$ cat src/rtl/rv32i_pkg.sv
// Shared RV32I definitions for the front end.
// Holds the base opcode encodings used by the class decoder and the
// state encoding of the fetch controller.
package rv32i_pkg;

  localparam logic [6:0] OP_R      = 7'b0110011;
  localparam logic [6:0] OP_I      = 7'b0010011;
  localparam logic [6:0] OP_LOAD   = 7'b0000011;
  localparam logic [6:0] OP_STORE  = 7'b0100011;
  localparam logic [6:0] OP_BRANCH = 7'b1100011;
  localparam logic [6:0] OP_JAL    = 7'b1101111;
  localparam logic [6:0] OP_JALR   = 7'b1100111;
  localparam logic [6:0] OP_AUIPC  = 7'b0010111;
  localparam logic [6:0] OP_LUI    = 7'b0110111;

  typedef enum logic [2:0] {
    ST_IDLE  = 3'd0,
    ST_FETCH = 3'd1,
    ST_WAIT  = 3'd2,
    ST_HOLD  = 3'd3,
    ST_DRAIN = 3'd4
  } fetch_state_e;

endpackage

$ cat src/rtl/opcode_classifier.sv
// Opcode class decoder.
// Maps a 7-bit RV32I major opcode to one-hot class strobes. All strobes,
// including illegal, are forced low when valid is low.
// Ports:
//   opcode  in   7  major opcode (instr[6:0])
//   valid   in   1  opcode belongs to a held instruction
//   r_type .. lui  out 1 each  one-hot class
//   illegal out  1  valid and no class matched
module opcode_classifier
  import rv32i_pkg::*;
(
  input  logic [6:0] opcode,
  input  logic       valid,
  output logic       r_type,
  output logic       i_type,
  output logic       load,
  output logic       store,
  output logic       branch,
  output logic       jal,
  output logic       jalr,
  output logic       auipc,
  output logic       lui,
  output logic       illegal
);

  always_comb begin
    r_type  = 1'b0;
    i_type  = 1'b0;
    load    = 1'b0;
    store   = 1'b0;
    branch  = 1'b0;
    jal     = 1'b0;
    jalr    = 1'b0;
    auipc   = 1'b0;
    lui     = 1'b0;
    illegal = 1'b0;
    if (valid) begin
      case (opcode)
        OP_R:      r_type  = 1'b1;
        OP_I:      i_type  = 1'b1;
        OP_LOAD:   load    = 1'b1;
        OP_STORE:  store   = 1'b1;
        OP_BRANCH: branch  = 1'b1;
        OP_JAL:    jal     = 1'b1;
        OP_JALR:   jalr    = 1'b1;
        OP_AUIPC:  auipc   = 1'b1;
        OP_LUI:    lui     = 1'b1;
        default:   illegal = 1'b1;
      endcase
    end
  end

endmodule

$ cat src/rtl/fetch_stage.sv
// RV32I instruction-fetch stage.
// Owns the PC, issues one instruction-memory request at a time, captures
// the returned word into the IF/ID register and presents it downstream
// over valid/ready together with its decoded fields and opcode class.
// Ports:
//   clk, rst_n                          clock, synchronous active-low reset
//   imem_req_valid/ready/addr           fetch request channel
//   imem_rsp_valid/data                 fetch response (one per accepted request)
//   redirect_valid/redirect_pc          control-flow change, flushes the stage
//   id_valid/id_ready/id_pc/id_instr    IF/ID handshake and held instruction
//   r_type..lui, illegal                opcode class strobes
//   func3, func7, rs1, rs2, rd          instruction fields of id_instr
//
// state | meaning
// IDLE  | one cycle after reset before the first request
// FETCH | request for pc is presented to memory
// WAIT  | request accepted, waiting for its response
// HOLD  | IF/ID register valid, waiting for downstream to take it
// DRAIN | a redirect orphaned a request; swallow its response
module fetch_stage
  import rv32i_pkg::*;
#(
  parameter int              XLEN     = 32,
  parameter logic [XLEN-1:0] RESET_PC = '0
) (
  input  logic            clk,
  input  logic            rst_n,
  output logic            imem_req_valid,
  input  logic            imem_req_ready,
  output logic [XLEN-1:0] imem_req_addr,
  input  logic            imem_rsp_valid,
  input  logic [XLEN-1:0] imem_rsp_data,
  input  logic            redirect_valid,
  input  logic [XLEN-1:0] redirect_pc,
  output logic            id_valid,
  input  logic            id_ready,
  output logic [XLEN-1:0] id_pc,
  output logic [XLEN-1:0] id_instr,
  output logic            r_type,
  output logic            i_type,
  output logic            load,
  output logic            store,
  output logic            branch,
  output logic            jal,
  output logic            jalr,
  output logic            auipc,
  output logic            lui,
  output logic            illegal,
  output logic [2:0]      func3,
  output logic            func7,
  output logic [4:0]      rs1,
  output logic [4:0]      rs2,
  output logic [4:0]      rd
);

  fetch_state_e    state_q, state_d;
  logic [XLEN-1:0] pc_q, pc_d;
  logic [XLEN-1:0] id_pc_q, id_instr_q;
  logic [XLEN-1:0] redirect_target;
  logic            capture;

  // Redirect targets are forced to word alignment; the low bits are dropped.
  logic unused_redirect_lsb;
  assign unused_redirect_lsb = ^redirect_pc[1:0];
  assign redirect_target     = {redirect_pc[XLEN-1:2], 2'b00};

  always_ff @(posedge clk) begin
    if (!rst_n) begin
      state_q    <= ST_IDLE;
      pc_q       <= RESET_PC;
      id_pc_q    <= '0;
      id_instr_q <= '0;
    end else begin
      state_q <= state_d;
      pc_q    <= pc_d;
      if (capture) begin
        id_pc_q    <= pc_q;
        id_instr_q <= imem_rsp_data;
      end
    end
  end

  always_comb begin
    state_d = state_q;
    pc_d    = pc_q;
    capture = 1'b0;
    case (state_q)
      ST_IDLE: state_d = ST_FETCH;
      ST_FETCH: begin
        if (redirect_valid) begin
          pc_d    = redirect_target;
          // A request accepted on this very edge still owes us a response.
          state_d = imem_req_ready ? ST_DRAIN : ST_FETCH;
        end else if (imem_req_ready) begin
          state_d = ST_WAIT;
        end
      end
      ST_WAIT: begin
        if (redirect_valid) begin
          pc_d    = redirect_target;
          // If the response lands together with the redirect it is simply
          // dropped here; nothing is left to drain.
          state_d = imem_rsp_valid ? ST_FETCH : ST_DRAIN;
        end else if (imem_rsp_valid) begin
          capture = 1'b1;
          pc_d    = pc_q + XLEN'(4);
          state_d = ST_HOLD;
        end
      end
      ST_HOLD: begin
        if (redirect_valid) begin
          pc_d    = redirect_target;
          state_d = ST_FETCH;
        end else if (id_ready) begin
          state_d = ST_FETCH;
        end
      end
      ST_DRAIN: begin
        if (redirect_valid) begin
          pc_d = redirect_target;
        end
        if (imem_rsp_valid) begin
          state_d = ST_FETCH;
        end
      end
      default: state_d = ST_IDLE;
    endcase
  end

  assign imem_req_valid = (state_q == ST_FETCH);
  assign imem_req_addr  = pc_q;
  assign id_valid       = (state_q == ST_HOLD);
  assign id_pc          = id_pc_q;
  assign id_instr       = id_instr_q;

  assign func3 = id_instr_q[14:12];
  assign func7 = id_instr_q[30];
  assign rs1   = id_instr_q[19:15];
  assign rs2   = id_instr_q[24:20];
  assign rd    = id_instr_q[11:7];

  opcode_classifier u_classifier (
    .opcode  (id_instr_q[6:0]),
    .valid   (id_valid),
    .r_type  (r_type),
    .i_type  (i_type),
    .load    (load),
    .store   (store),
    .branch  (branch),
    .jal     (jal),
    .jalr    (jalr),
    .auipc   (auipc),
    .lui     (lui),
    .illegal (illegal)
  );

endmodule
$ cat config.mk
export PLATFORM = sky130hd
export DESIGN_NAME = fetch_stage
export DESIGN_NICKNAME = d
export VERILOG_FILES = /design/src/rtl/rv32i_pkg.sv /design/src/rtl/opcode_classifier.sv /design/src/rtl/fetch_stage.sv
export SDC_FILE = /design/constraint.sdc
export NUM_CORES = 1
export LEC_CHECK = 0
export BUFFER_PORTS_ARGS = -buffer_cell sky130_fd_sc_hd__buf_2
export CORE_MARGIN = 8
export CORE_UTILIZATION = 48
export DETAILED_ROUTE_END_ITERATION = 6
export PLACE_DENSITY = 0.77
export SLEW_MARGIN = 10
export SYNTH_ARGS = -nofsm -noshare
export SYNTH_HDL_FRONTEND = slang
export SYNTH_SLANG_ARGS = --single-unit
$ cat constraint.sdc
create_clock -name clk -period 2.25 [get_ports clk]
set_clock_uncertainty 0.2 [all_clocks]
set_input_delay 0.5625 -clock clk [delete_from_list [all_inputs] [get_ports clk]]
set_output_delay 0.5625 -clock clk [all_outputs]
set_load 0.02 [all_outputs]
==> flow_metrics.env <==
export IMPL_synth_top_cells_by_area="dfxtp_1 41%, nand2_1 13%, a21oi_1 10%"
export IMPL_status="complete, but fails checks"
export IMPL_reg2reg_from="state_q[0]"
export IMPL_synth_main_ff_cell="dfxtp_1"
export IMPL_hold_path_class="in -> reg"
export IMPL_cts_clk_slew_worst_paths_ns=0.09
export IMPL_cts_root_buf="clkbuf_8"
export IMPL_grt_pass1_wl_mm=24.8
export IMPL_yosysMostFrequentCell="nand2_1"
export IMPL_rows=36
export IMPL_arrival_ns=1.65
export IMPL_rsz0062_at_grt="yes"
export IMPL_min_period_ns=2.41
export IMPL_whs_endpoint="id_instr[27]"
export IMPL_syn_avg_cell_area_um2=7.40
export IMPL_grt_busiest_layer="met2"
export IMPL_p_leak_nw=2.75
export IMPL_dieArea_mm2=0.0131
export IMPL_wl_mm=16.3
export IMPL_use_met2_pct=38.9
export IMPL_total_power_w=0.00397
export IMPL_numPortBuffers=190
export IMPL_clk_latency_ns=0.37
export IMPL_track_usage_pct=23.3
export IMPL_r2r_slack_ns=0.06
export IMPL_slew_violations=0
export IMPL_fin_ws_ns=-0.160
export IMPL_slowest_delay_ns=0.38
export IMPL_syn_to_final_growth_pct=36.1
export IMPL_ys_ff_latch=95
export IMPL_fin_nets=891
export IMPL_grt_ovfl_total=0
export IMPL_cts_tree="done"
export IMPL_die_y_um=115
export IMPL_crit_type="reg -> out"
export IMPL_violations="setup timing"
export IMPL_ys_warn_count=0
export IMPL_ant_nets=0
export IMPL_syn_inst=630
export IMPL_cp_data_required_time_ns=1.49
export IMPL_grt_start_max_net_pins=83
export IMPL_use_met3_pct=5.43
export IMPL_start_kind="flop"
export IMPL_route_detailed_drc=0
export IMPL_antenna_found_initial=0
export IMPL_slowest_stage="dfxtp_2"
export IMPL_cts_buffers=9
export IMPL_setup_viol=7
export IMPL_synth_top_area_share_pct=40.8
export IMPL_period_share_pct=107
export IMPL_dp_slack_ns=0.0213
export IMPL_yosys_cell_types_count=57
export IMPL_drt_iter0_drc=523
export IMPL_endpoint_kind="primary output"
export IMPL_drt_first_pass_iters=5
export IMPL_routed_via_density=5.60
export IMPL_final_hold_viol_count=0
export IMPL_max_freq_mhz=415
export IMPL_gp_congestion=0.954
export IMPL_cts_path_max_buffers=2
export IMPL_min_path_cells=3
export IMPL_p_per_area_mw_per_mm2=625
export IMPL_cts_max_level=3
export IMPL_ir_drop_mv=0.322
export IMPL_cp_max_fo=4
export IMPL_netlist_top_cells_count="161 x nand2_1, 95 x a21oi_1, 95 x dfxtp_1"
export IMPL_grt_pass1_vias=5031
export IMPL_r2r_end="imem_req_addr[5]"
export IMPL_hold_start="imem_rsp_data[27]"
export IMPL_hpwl_mm=11.6
export IMPL_met1_usage_pct=27.8
export IMPL_vias=5361
export IMPL_fin_setup_tns_ns=-0.500
export IMPL_synth_area_mm2=0.00466
export IMPL_diodes=0
export IMPL_cts_sinks=95
export IMPL_drive_gt1_share_pct=36.2
export IMPL_synth_edf_count=0
export IMPL_rr_worst_depth=8
export IMPL_die_x_um=115
export IMPL_ys_seq_area_share_pct=40.8
export IMPL_initial_core_util_pct=48.6
export IMPL_wl_per_cell_um=17.1
export IMPL_design_portCount=197
export IMPL_async_flop_share_pct=0
export IMPL_core_mm2=0.00959
export IMPL_max_cap_violations=0
export IMPL_synth_top_cell_by_area="dfxtp_1"
export IMPL_path_cells="nand2_1 -> nor4_4 -> nand2b_1 -> nor3b_2 -> buf_4"
[cell type report]
type / count / area [um2]
clock inverters: 7 / 103
flip-flops and latches: 95 / 1930
inverters: 8 / 30.0
well taps: 133 / 166
multi-input cells: 462 / 2520
fillers: 865 / 3250
repair buffers: 244 / 1480
clock buffers: 9 / 124
[per-stage QoR]
| step | hold WS [ns] | instance area, um2 | std cells | utilization [%] |
|---|---|---|---|---|
| after floorplan | 0.335 | 4680 | 633 | - |
| after global placement | 0.238 | 5900 | 936 | 61.5 |
| after detailed placement | 0.245 | 5900 | 936 | 61.5 |
| after CTS | 0.204 | 6180 | 953 | 64.4 |
| after global routing | 0.212 | 6340 | 958 | 66.1 |
| final | 0.219 | 6340 | 958 | 66.1 |
[layout by cell type (no fill, tap or decap), types with 5 or more instances in the layout]
cell and instances:
buf_2 181, nand2_1 160, a21oi_1 94, dfxtp_1 80, buf_4 55, nor2_1 22
nor3_1 15, nand3_1 13, nand4_1 13, o21ai_0 13, dfxtp_2 13, o22ai_1 10
and3_1 9, clkbuf_8 9, nand2b_1 7, nor4_1 7, inv_1 6, a31oi_1 6
buf_12 6, o211ai_1 5, o21ai_1 5, a21o_1 5
[registers in the layout, summed over array words and instances (netlist names)]
signal	count
id_pc	30
state_q	3
id_instr	32
imem_req_addr	30
[what timing repair did]
action,in CTS,in global routing
gates resized for setup,17,28
setup buffers,1,4
gates cloned,0,1
setup endpoints to repair,10,19
pin swaps,2,7
hold buffers,0,0
[how the worst max path moves through the flow]
stage,endpoint,slack (ns),cells after the start,startpoint
2_1_floorplan,store,-0.006,5,state_q[0]
5_1_grt,store,-0.22,5,id_instr[0]
3_3_place_gp,imem_req_addr[28],0.04,6,imem_req_addr[2]
6_report,store,-0.16,5,id_instr[0]
3_5_place_dp,imem_req_addr[5],0.02,6,redirect_valid
4_1_cts,store,-0.12,6,state_q[0]
[cell families (layout without fill, tap and decap cells)]
logic type	after synthesis	after routing	share of synthesized area, %
and+or+nand+nor	293	293	29.9
AOI/OAI and AO/OA	159	159	19.7
DFF	95	95	40.8
buffers and inverters	76	268	8.16
muxes	4	4	0.859
adders and majority gates	1	1	0.268
other	1	4	0.0805
xor gates and xnor gates	1	1	0.188
[worst max-delay path, delay by kind of cell (launching register included)]
family                 cells  cell delay (ns)
AND/OR/NAND/NOR            4             0.74
flip-flops                 1             0.38
buffers and inverters      1             0.17
[per-layer routing]
| metal | vias to the layer above | routed length, um |
|---|---|---|
| met5 | - | 0 |
| met4 | 0 | 484 |
| met3 | 46 | 1640 |
| met2 | 293 | 7670 |
| met1 | 2457 | 6540 |
| li1 | 2565 | - |
[power breakdown]
part | internal [W] | switching, W | leakage [nW] | total [W]
Sequential | 0.00175 | 0.0000830 | 0.776 | 0.00184
Combinational | 0.000346 | 0.000512 | 1.87 | 0.000857
Clock | 0.000640 | 0.000633 | 0.111 | 0.00127
No activity file was read; power rests on OpenSTA's default activity.
